### src/rtl/calc_pkg.sv
// Shared encodings for the calculator sequencer: scancodes, operators, FSM states,
// key classes, and the small ALU used to form a registered result.
package calc_pkg;

  localparam logic [7:0] KC_D0  = 8'h45;
  localparam logic [7:0] KC_D1  = 8'h16;
  localparam logic [7:0] KC_D2  = 8'h1E;
  localparam logic [7:0] KC_D3  = 8'h26;
  localparam logic [7:0] KC_D4  = 8'h25;
  localparam logic [7:0] KC_D5  = 8'h2E;
  localparam logic [7:0] KC_D6  = 8'h36;
  localparam logic [7:0] KC_D7  = 8'h3D;
  localparam logic [7:0] KC_D8  = 8'h3E;
  localparam logic [7:0] KC_D9  = 8'h46;
  localparam logic [7:0] KC_ADD = 8'h79;
  localparam logic [7:0] KC_SUB = 8'h7B;
  localparam logic [7:0] KC_MUL = 8'h22;
  localparam logic [7:0] KC_ESC = 8'h76;

  localparam logic [1:0] OP_ADD  = 2'd0;
  localparam logic [1:0] OP_SUB  = 2'd1;
  localparam logic [1:0] OP_MUL  = 2'd2;
  localparam logic [1:0] OP_NONE = 2'd3;

  typedef enum logic [1:0] {
    WAIT_A  = 2'd0,
    WAIT_OP = 2'd1,
    WAIT_B  = 2'd2,
    DONE    = 2'd3
  } state_t;

  typedef enum logic [1:0] {
    KEY_DIGIT   = 2'd0,
    KEY_OPER    = 2'd1,
    KEY_CLEAR   = 2'd2,
    KEY_INVALID = 2'd3
  } key_class_t;

  // Returns {neg, magnitude[6:0]}; widths are wide enough that nothing wraps.
  function automatic logic [7:0] alu(input logic [3:0] a, input logic [3:0] b,
                                     input logic [1:0] op);
    logic [7:0] prod;
    logic [6:0] sum;
    logic [3:0] diff;
    logic [7:0] res;
    prod = {4'd0, a} * {4'd0, b};
    sum  = {3'd0, a} + {3'd0, b};
    diff = (a >= b) ? (a - b) : (b - a);
    case (op)
      OP_ADD:  res = {1'b0, sum};
      OP_SUB:  res = {(a < b), 3'd0, diff};
      OP_MUL:  res = {1'b0, prod[6:0]};
      default: res = 8'd0;
    endcase
    return res;
  endfunction

endpackage

### src/rtl/calc_key_decode.sv
// Combinational scancode classifier: digits carry their value, operators carry
// their op encoding, everything else carries zero.
module calc_key_decode
  import calc_pkg::*;
(
  input  logic [7:0] key_code,
  output logic [1:0] key_class,
  output logic [3:0] value
);

  always_comb begin
    key_class = KEY_INVALID;
    value     = 4'd0;
    case (key_code)
      KC_D0:  begin key_class = KEY_DIGIT; value = 4'd0; end
      KC_D1:  begin key_class = KEY_DIGIT; value = 4'd1; end
      KC_D2:  begin key_class = KEY_DIGIT; value = 4'd2; end
      KC_D3:  begin key_class = KEY_DIGIT; value = 4'd3; end
      KC_D4:  begin key_class = KEY_DIGIT; value = 4'd4; end
      KC_D5:  begin key_class = KEY_DIGIT; value = 4'd5; end
      KC_D6:  begin key_class = KEY_DIGIT; value = 4'd6; end
      KC_D7:  begin key_class = KEY_DIGIT; value = 4'd7; end
      KC_D8:  begin key_class = KEY_DIGIT; value = 4'd8; end
      KC_D9:  begin key_class = KEY_DIGIT; value = 4'd9; end
      KC_ADD: begin key_class = KEY_OPER;  value = {2'b00, OP_ADD}; end
      KC_SUB: begin key_class = KEY_OPER;  value = {2'b00, OP_SUB}; end
      KC_MUL: begin key_class = KEY_OPER;  value = {2'b00, OP_MUL}; end
      KC_ESC: begin key_class = KEY_CLEAR; value = 4'd0; end
      default: ;
    endcase
  end

endmodule

### src/rtl/calc_sequencer.sv
// Two-operand calculator sequencer: collects A, op, B from released-key strobes
// and holds a registered result; Esc or an idle timeout returns to reset values.
module calc_sequencer
  import calc_pkg::*;
#(
  parameter int TIMEOUT_CYCLES = 50_000_000,
  parameter int CNT_W          = 26
) (
  input  logic       clk,
  input  logic       reset,
  input  logic       key_valid,
  input  logic [7:0] key_code,
  output logic [3:0] op_a,
  output logic [3:0] op_b,
  output logic [1:0] op_sel,
  output logic [6:0] result,
  output logic       result_neg,
  output logic       result_valid,
  output logic [1:0] state,
  output logic       key_err,
  output logic       timeout
);

  localparam logic [CNT_W-1:0] CNT_LAST = CNT_W'(TIMEOUT_CYCLES - 1);

  state_t           state_q, state_n;
  logic [3:0]       a_q, a_n, b_q, b_n;
  logic [1:0]       op_q, op_n;
  logic [6:0]       res_q, res_n;
  logic             neg_q, neg_n, rv_q, rv_n, err_q, err_n, to_q, to_n;
  logic [CNT_W-1:0] cnt_q, cnt_n;
  logic [1:0]       kclass;
  logic [3:0]       kval;
  logic [7:0]       alu_out;

  calc_key_decode u_decode (
    .key_code  (key_code),
    .key_class (kclass),
    .value     (kval)
  );

  assign alu_out = alu(a_q, kval, op_q);

  always_ff @(posedge clk or posedge reset) begin
    if (reset) begin
      state_q <= WAIT_A;
      a_q     <= 4'd0;
      b_q     <= 4'd0;
      op_q    <= OP_NONE;
      res_q   <= 7'd0;
      neg_q   <= 1'b0;
      rv_q    <= 1'b0;
      err_q   <= 1'b0;
      to_q    <= 1'b0;
      cnt_q   <= '0;
    end else begin
      state_q <= state_n;
      a_q     <= a_n;
      b_q     <= b_n;
      op_q    <= op_n;
      res_q   <= res_n;
      neg_q   <= neg_n;
      rv_q    <= rv_n;
      err_q   <= err_n;
      to_q    <= to_n;
      cnt_q   <= cnt_n;
    end
  end

  always_comb begin
    state_n = state_q;
    a_n     = a_q;
    b_n     = b_q;
    op_n    = op_q;
    res_n   = res_q;
    neg_n   = neg_q;
    rv_n    = rv_q;
    err_n   = 1'b0;
    to_n    = 1'b0;
    cnt_n   = '0;
    if (key_valid) begin
      case (kclass)
        KEY_CLEAR: begin
          state_n = WAIT_A; a_n = 4'd0; b_n = 4'd0; op_n = OP_NONE;
          res_n = 7'd0; neg_n = 1'b0; rv_n = 1'b0;
        end
        KEY_INVALID: err_n = 1'b1;
        KEY_DIGIT: begin
          case (state_q)
            WAIT_A:  begin a_n = kval; state_n = WAIT_OP; end
            WAIT_OP: a_n = kval;
            WAIT_B: begin
              b_n = kval; res_n = alu_out[6:0]; neg_n = alu_out[7];
              rv_n = 1'b1; state_n = DONE;
            end
            default: begin
              a_n = kval; b_n = 4'd0; op_n = OP_NONE; rv_n = 1'b0;
              state_n = WAIT_OP;
            end
          endcase
        end
        default: begin
          case (state_q)
            WAIT_A: ;
            WAIT_OP: begin op_n = kval[1:0]; state_n = WAIT_B; end
            WAIT_B:  op_n = kval[1:0];
            default: begin
              // Chaining only carries a result that fits back into a single digit.
              if (res_q <= 7'd9 && !neg_q) a_n = res_q[3:0];
              else begin a_n = 4'd0; err_n = 1'b1; end
              op_n = kval[1:0]; rv_n = 1'b0; state_n = WAIT_B;
            end
          endcase
        end
      endcase
    end else if (state_q == WAIT_OP || state_q == WAIT_B) begin
      if (cnt_q == CNT_LAST) begin
        state_n = WAIT_A; a_n = 4'd0; b_n = 4'd0; op_n = OP_NONE;
        res_n = 7'd0; neg_n = 1'b0; rv_n = 1'b0; to_n = 1'b1;
      end else begin
        cnt_n = cnt_q + 1'b1;
      end
    end
  end

  assign op_a         = a_q;
  assign op_b         = b_q;
  assign op_sel       = op_q;
  assign result       = res_q;
  assign result_neg   = neg_q;
  assign result_valid = rv_q;
  assign state        = state_q;
  assign key_err      = err_q;
  assign timeout      = to_q;

endmodule
### config.mk
export PLATFORM = sky130hd
export DESIGN_NAME = calc_sequencer
export DESIGN_NICKNAME = d
export VERILOG_FILES = /design/src/rtl/calc_pkg.sv /design/src/rtl/calc_key_decode.sv /design/src/rtl/calc_sequencer.sv
export SDC_FILE = /design/constraint.sdc
export NUM_CORES = 1
export LEC_CHECK = 0
export CAP_MARGIN = 30
export CORE_ASPECT_RATIO = 1.5
export CORE_MARGIN = 5
export CORE_UTILIZATION = 45
export DETAILED_ROUTE_END_ITERATION = 8
export PLACE_DENSITY = 0.74
export SETUP_SLACK_MARGIN = 0.1
export SYNTH_ARGS = -nofsm -noshare
export SYNTH_HDL_FRONTEND = slang
export SYNTH_SLANG_ARGS = --single-unit
### constraint.sdc
create_clock -name clk -period 3.71 [get_ports clk]
set_clock_uncertainty 0.05 [all_clocks]
set_input_delay 0.5565 -clock clk [delete_from_list [all_inputs] [get_ports clk]]
set_output_delay 0.5565 -clock clk [all_outputs]
set_load 0.01 [all_outputs]
==> metrics <==
Worst R2R End result[6]; GRT busiest layer met2; syn_nets 463; R2R Path Start op_a[1]; crit path kind input pin to flip-flop; synthesized area 0.00377 mm²; met2 usage 0.399; Clock transition at path regs 0.07 ns; Post-synth EDFFs 0; Root Driver clkbuf_16; biggest cell delay along the critical path 0.53 ns; number of global-route vias before repair 3748; die span in x 84.7 µm; DRT iter0 DRCs 127; Psw 0.457 mW; Sink Count 49; post-route setup slack 0.141 ns; Worst Hold Class flip-flop to flip-flop; CP arrival 3.69 ns; synthesis-stage register bit count 49; pre-CTS WS -0.603 ns; initial antenna violation count 0; PortBufs 33; final hold slack 0.456 ns; post-synthesis cell type count 74; Final Util 0.601; outcome complete, no violations; Antenna Cells 0; Tot GR Track Use 0.211; vias per cell 5.70; Fmax 0.280 GHz; Max FO, Critical Path 8; Initial Util 0.453; Crit path top cell by count inv_2; Crit-path slowest cell fa_1; max cap viols 0; Final setup viols 0; Wirelength per Cell 17.2 µm; grt met1 use 0.218; Mapped Cells 418; Final Cycle Share 0.962; P_leak 2.24 nW; largest net degree at the start of global routing 31; core area 0.00831 mm²; worst skew pair latency 0.29 ns; CTS tree yes; H-tree depth 2; Fin Setup TNS 0 ns; worst endpoint required time 3.83 ns; Fill cells 738; layout cells sized above 1 0.268; max-slew violation count 0; Congestion Overflow GR 0; ys async rst share 1.00; number of core rows 41; Least-Margin Pin Slew 0.770 ns; hold_buf cts 0; CP Launch Type input pin; Final HPWL DP 8.32 mm; Clock Tree Buf Depth 2; R2R setup slack 0.69 ns; vias 3548; Hold Vio Cnt, Final 0; crit-path cells buf_6 -> buf_8 -> nor4b_4 -> nand4_1 -> o21ai_2 -> nand2_1 -> fa_1 -> inv_2 -> fa_1 -> inv_2 -> fa_2 -> inv_2 -> a21o_1 -> a21oi_2 -> xnor2_1 -> nor3_1 -> mux2_4; sequential cell area fraction in the yosys report 0.326; Die H 122 µm; Ports 34; Total Power 1.46 mW; CTS Buf Count 5; Seq pwr share 0.415; Worst slew margin 0.482; worst hold path cell count 1; Final Wtd Congestion 0.975; CP Capture Type flip-flop; Area growth syn-to-layout 32.6%; Cell Pwr Density 293 mW/mm²; Net Sw Frac 0.313; Internal Pwr Total 1.00 mW; DRT Wirelength 10.7 mm; Die ar. 0.0103 mm²; combinational share of power 0.278; RSZ-0062 raised after global routing yes; post-route minimum period 3.57 ns; synth warn 0; global-route wire length before repair 17.7 mm; Syn Area/Cell 9.01 µm²; Layout Nets 559; Antenna Nets Post-Route 0; flip-flop and latch area 0.00123 mm²; end of the critical path result[6]; Crit. Startpoint key_code[4]; Hold Startpoint result_valid; TritonRoute pass-1 iters 4; worst reg-to-reg path cell count 12; power share of the clock group 0.307; VDD IR-drop max 0.209 mV; Multi-input gate area 0.00250 mm²; dominant synthesized flop cell dfrtp_1; global-route track usage on met3 0.0304; detailed-route DRC error count 0
placed cells by master (no fill, tap or decap), types with 5 or more instances in the layout:
cell type        instances
a21oi_1                 13
a32oi_1                  5
buf_4                   66
clkbuf_16                5
clkdlybuf4s50_1         25
dfrtp_1                 47
fa_1                     6
ha_1                    24
inv_1                   30
mux2_2                   5
mux2i_1                  5
nand2_1                 30
nand2b_1                 6
nand3_1                 16
nand4_1                  9
nor2_1                  44
nor2b_1                  6
nor3_1                   9
nor4_1                   6
o21ai_0                  7
xnor2_1                 11
xor2_1                  20
metal layers:
layer  vias up  routed length (µm)
met5         -                   0
met4         0                 616
met3        43                 415
met2       105                5850
met1      1730                3830
li1       1670                   -
synth_stat cells, types with 8 or more instances:
library cell,number,share of area
nand4_1,9,0.015
a21oi_1,15,0.020
nor2_1,45,0.045
dfrtp_1,47,0.31
xor2_1,20,0.047
ha_1,27,0.090
inv_1,34,0.034
nand2_1,31,0.031
clkbuf_1,8,0.0080
xnor2_1,12,0.028
o21ai_0,8,0.011
nor3_1,10,0.013
nand3_1,18,0.024
repair_timing:
item                                    in CTS  in global routing
hold endpoints to repair                     0                  0
resized for setup                           48                  9
buffers inserted                            13                  3
cloned                                       0                  0
pin swaps                                   17                  9
endpoints found under the setup margin       5                  5
critical path, delay by kind of cell:
family,cells,cell delay (ns)
mux,1,0.25
xor+xnor,1,0.15
fa+ha+maj,3,1.41
compound gates,3,0.32
buf+inv,5,0.37
simple gates,4,0.64
how the worst min path moves through the flow:
stage / endpoint / slack, ns
6_report: result_valid / 0.46
2_1_floorplan: cnt_q[0] / 0.42
5_1_grt: result_valid / 0.48
4_1_cts: result_valid / 0.47
3_5_place_dp: result_valid / 0.45
3_3_place_gp: result_valid / 0.44
power by group through the flow:
stage | Clock (mW) | Combinational, mW | Sequential [mW]
after floorplan | 0 | 0.202 | 0.607
after global placement | 0 | 0.371 | 0.614
after detailed placement | 0 | 0.382 | 0.615
after CTS | 0.455 | 0.395 | 0.605
after global routing | 0.477 | 0.442 | 0.609
final | 0.449 | 0.406 | 0.606
registers in the layout (all words and copies together) (netlist names):
name	cells
key_err	1
op_b	4
op_a	4
op_sel	2
state	2
result_neg	1
timeout	1
result	7
result_valid	1
cnt_q	26
stage by stage:
step           cells  instance area [µm²]
2_1_floorplan    418                 3850
3_3_place_gp     597                 4630
3_5_place_dp     598                 4650
4_1_cts          619                 4920
5_1_grt          622                 4990
6_report         622                 4990
logic make-up after synthesis:
family,share of synthesized area
and+or+nand+nor,0.242
AOI/OAI and AO/OA,0.144
DFF,0.326
buffers and inverters,0.0495
adders and majority gates,0.127
xor gates and xnor gates,0.0744
muxes,0.0372
area by class of cell:
type / instances / area share
multi-input cells: 321 / 0.501
clock buffers: 5 / 0.0251
inverters: 35 / 0.0263
flip-flops and latches: 49 / 0.246
repair buffers: 102 / 0.171
clock inverters: 3 / 0.00351
well taps: 107 / 0.0268
No activity file was read; power rests on OpenSTA's default activity.
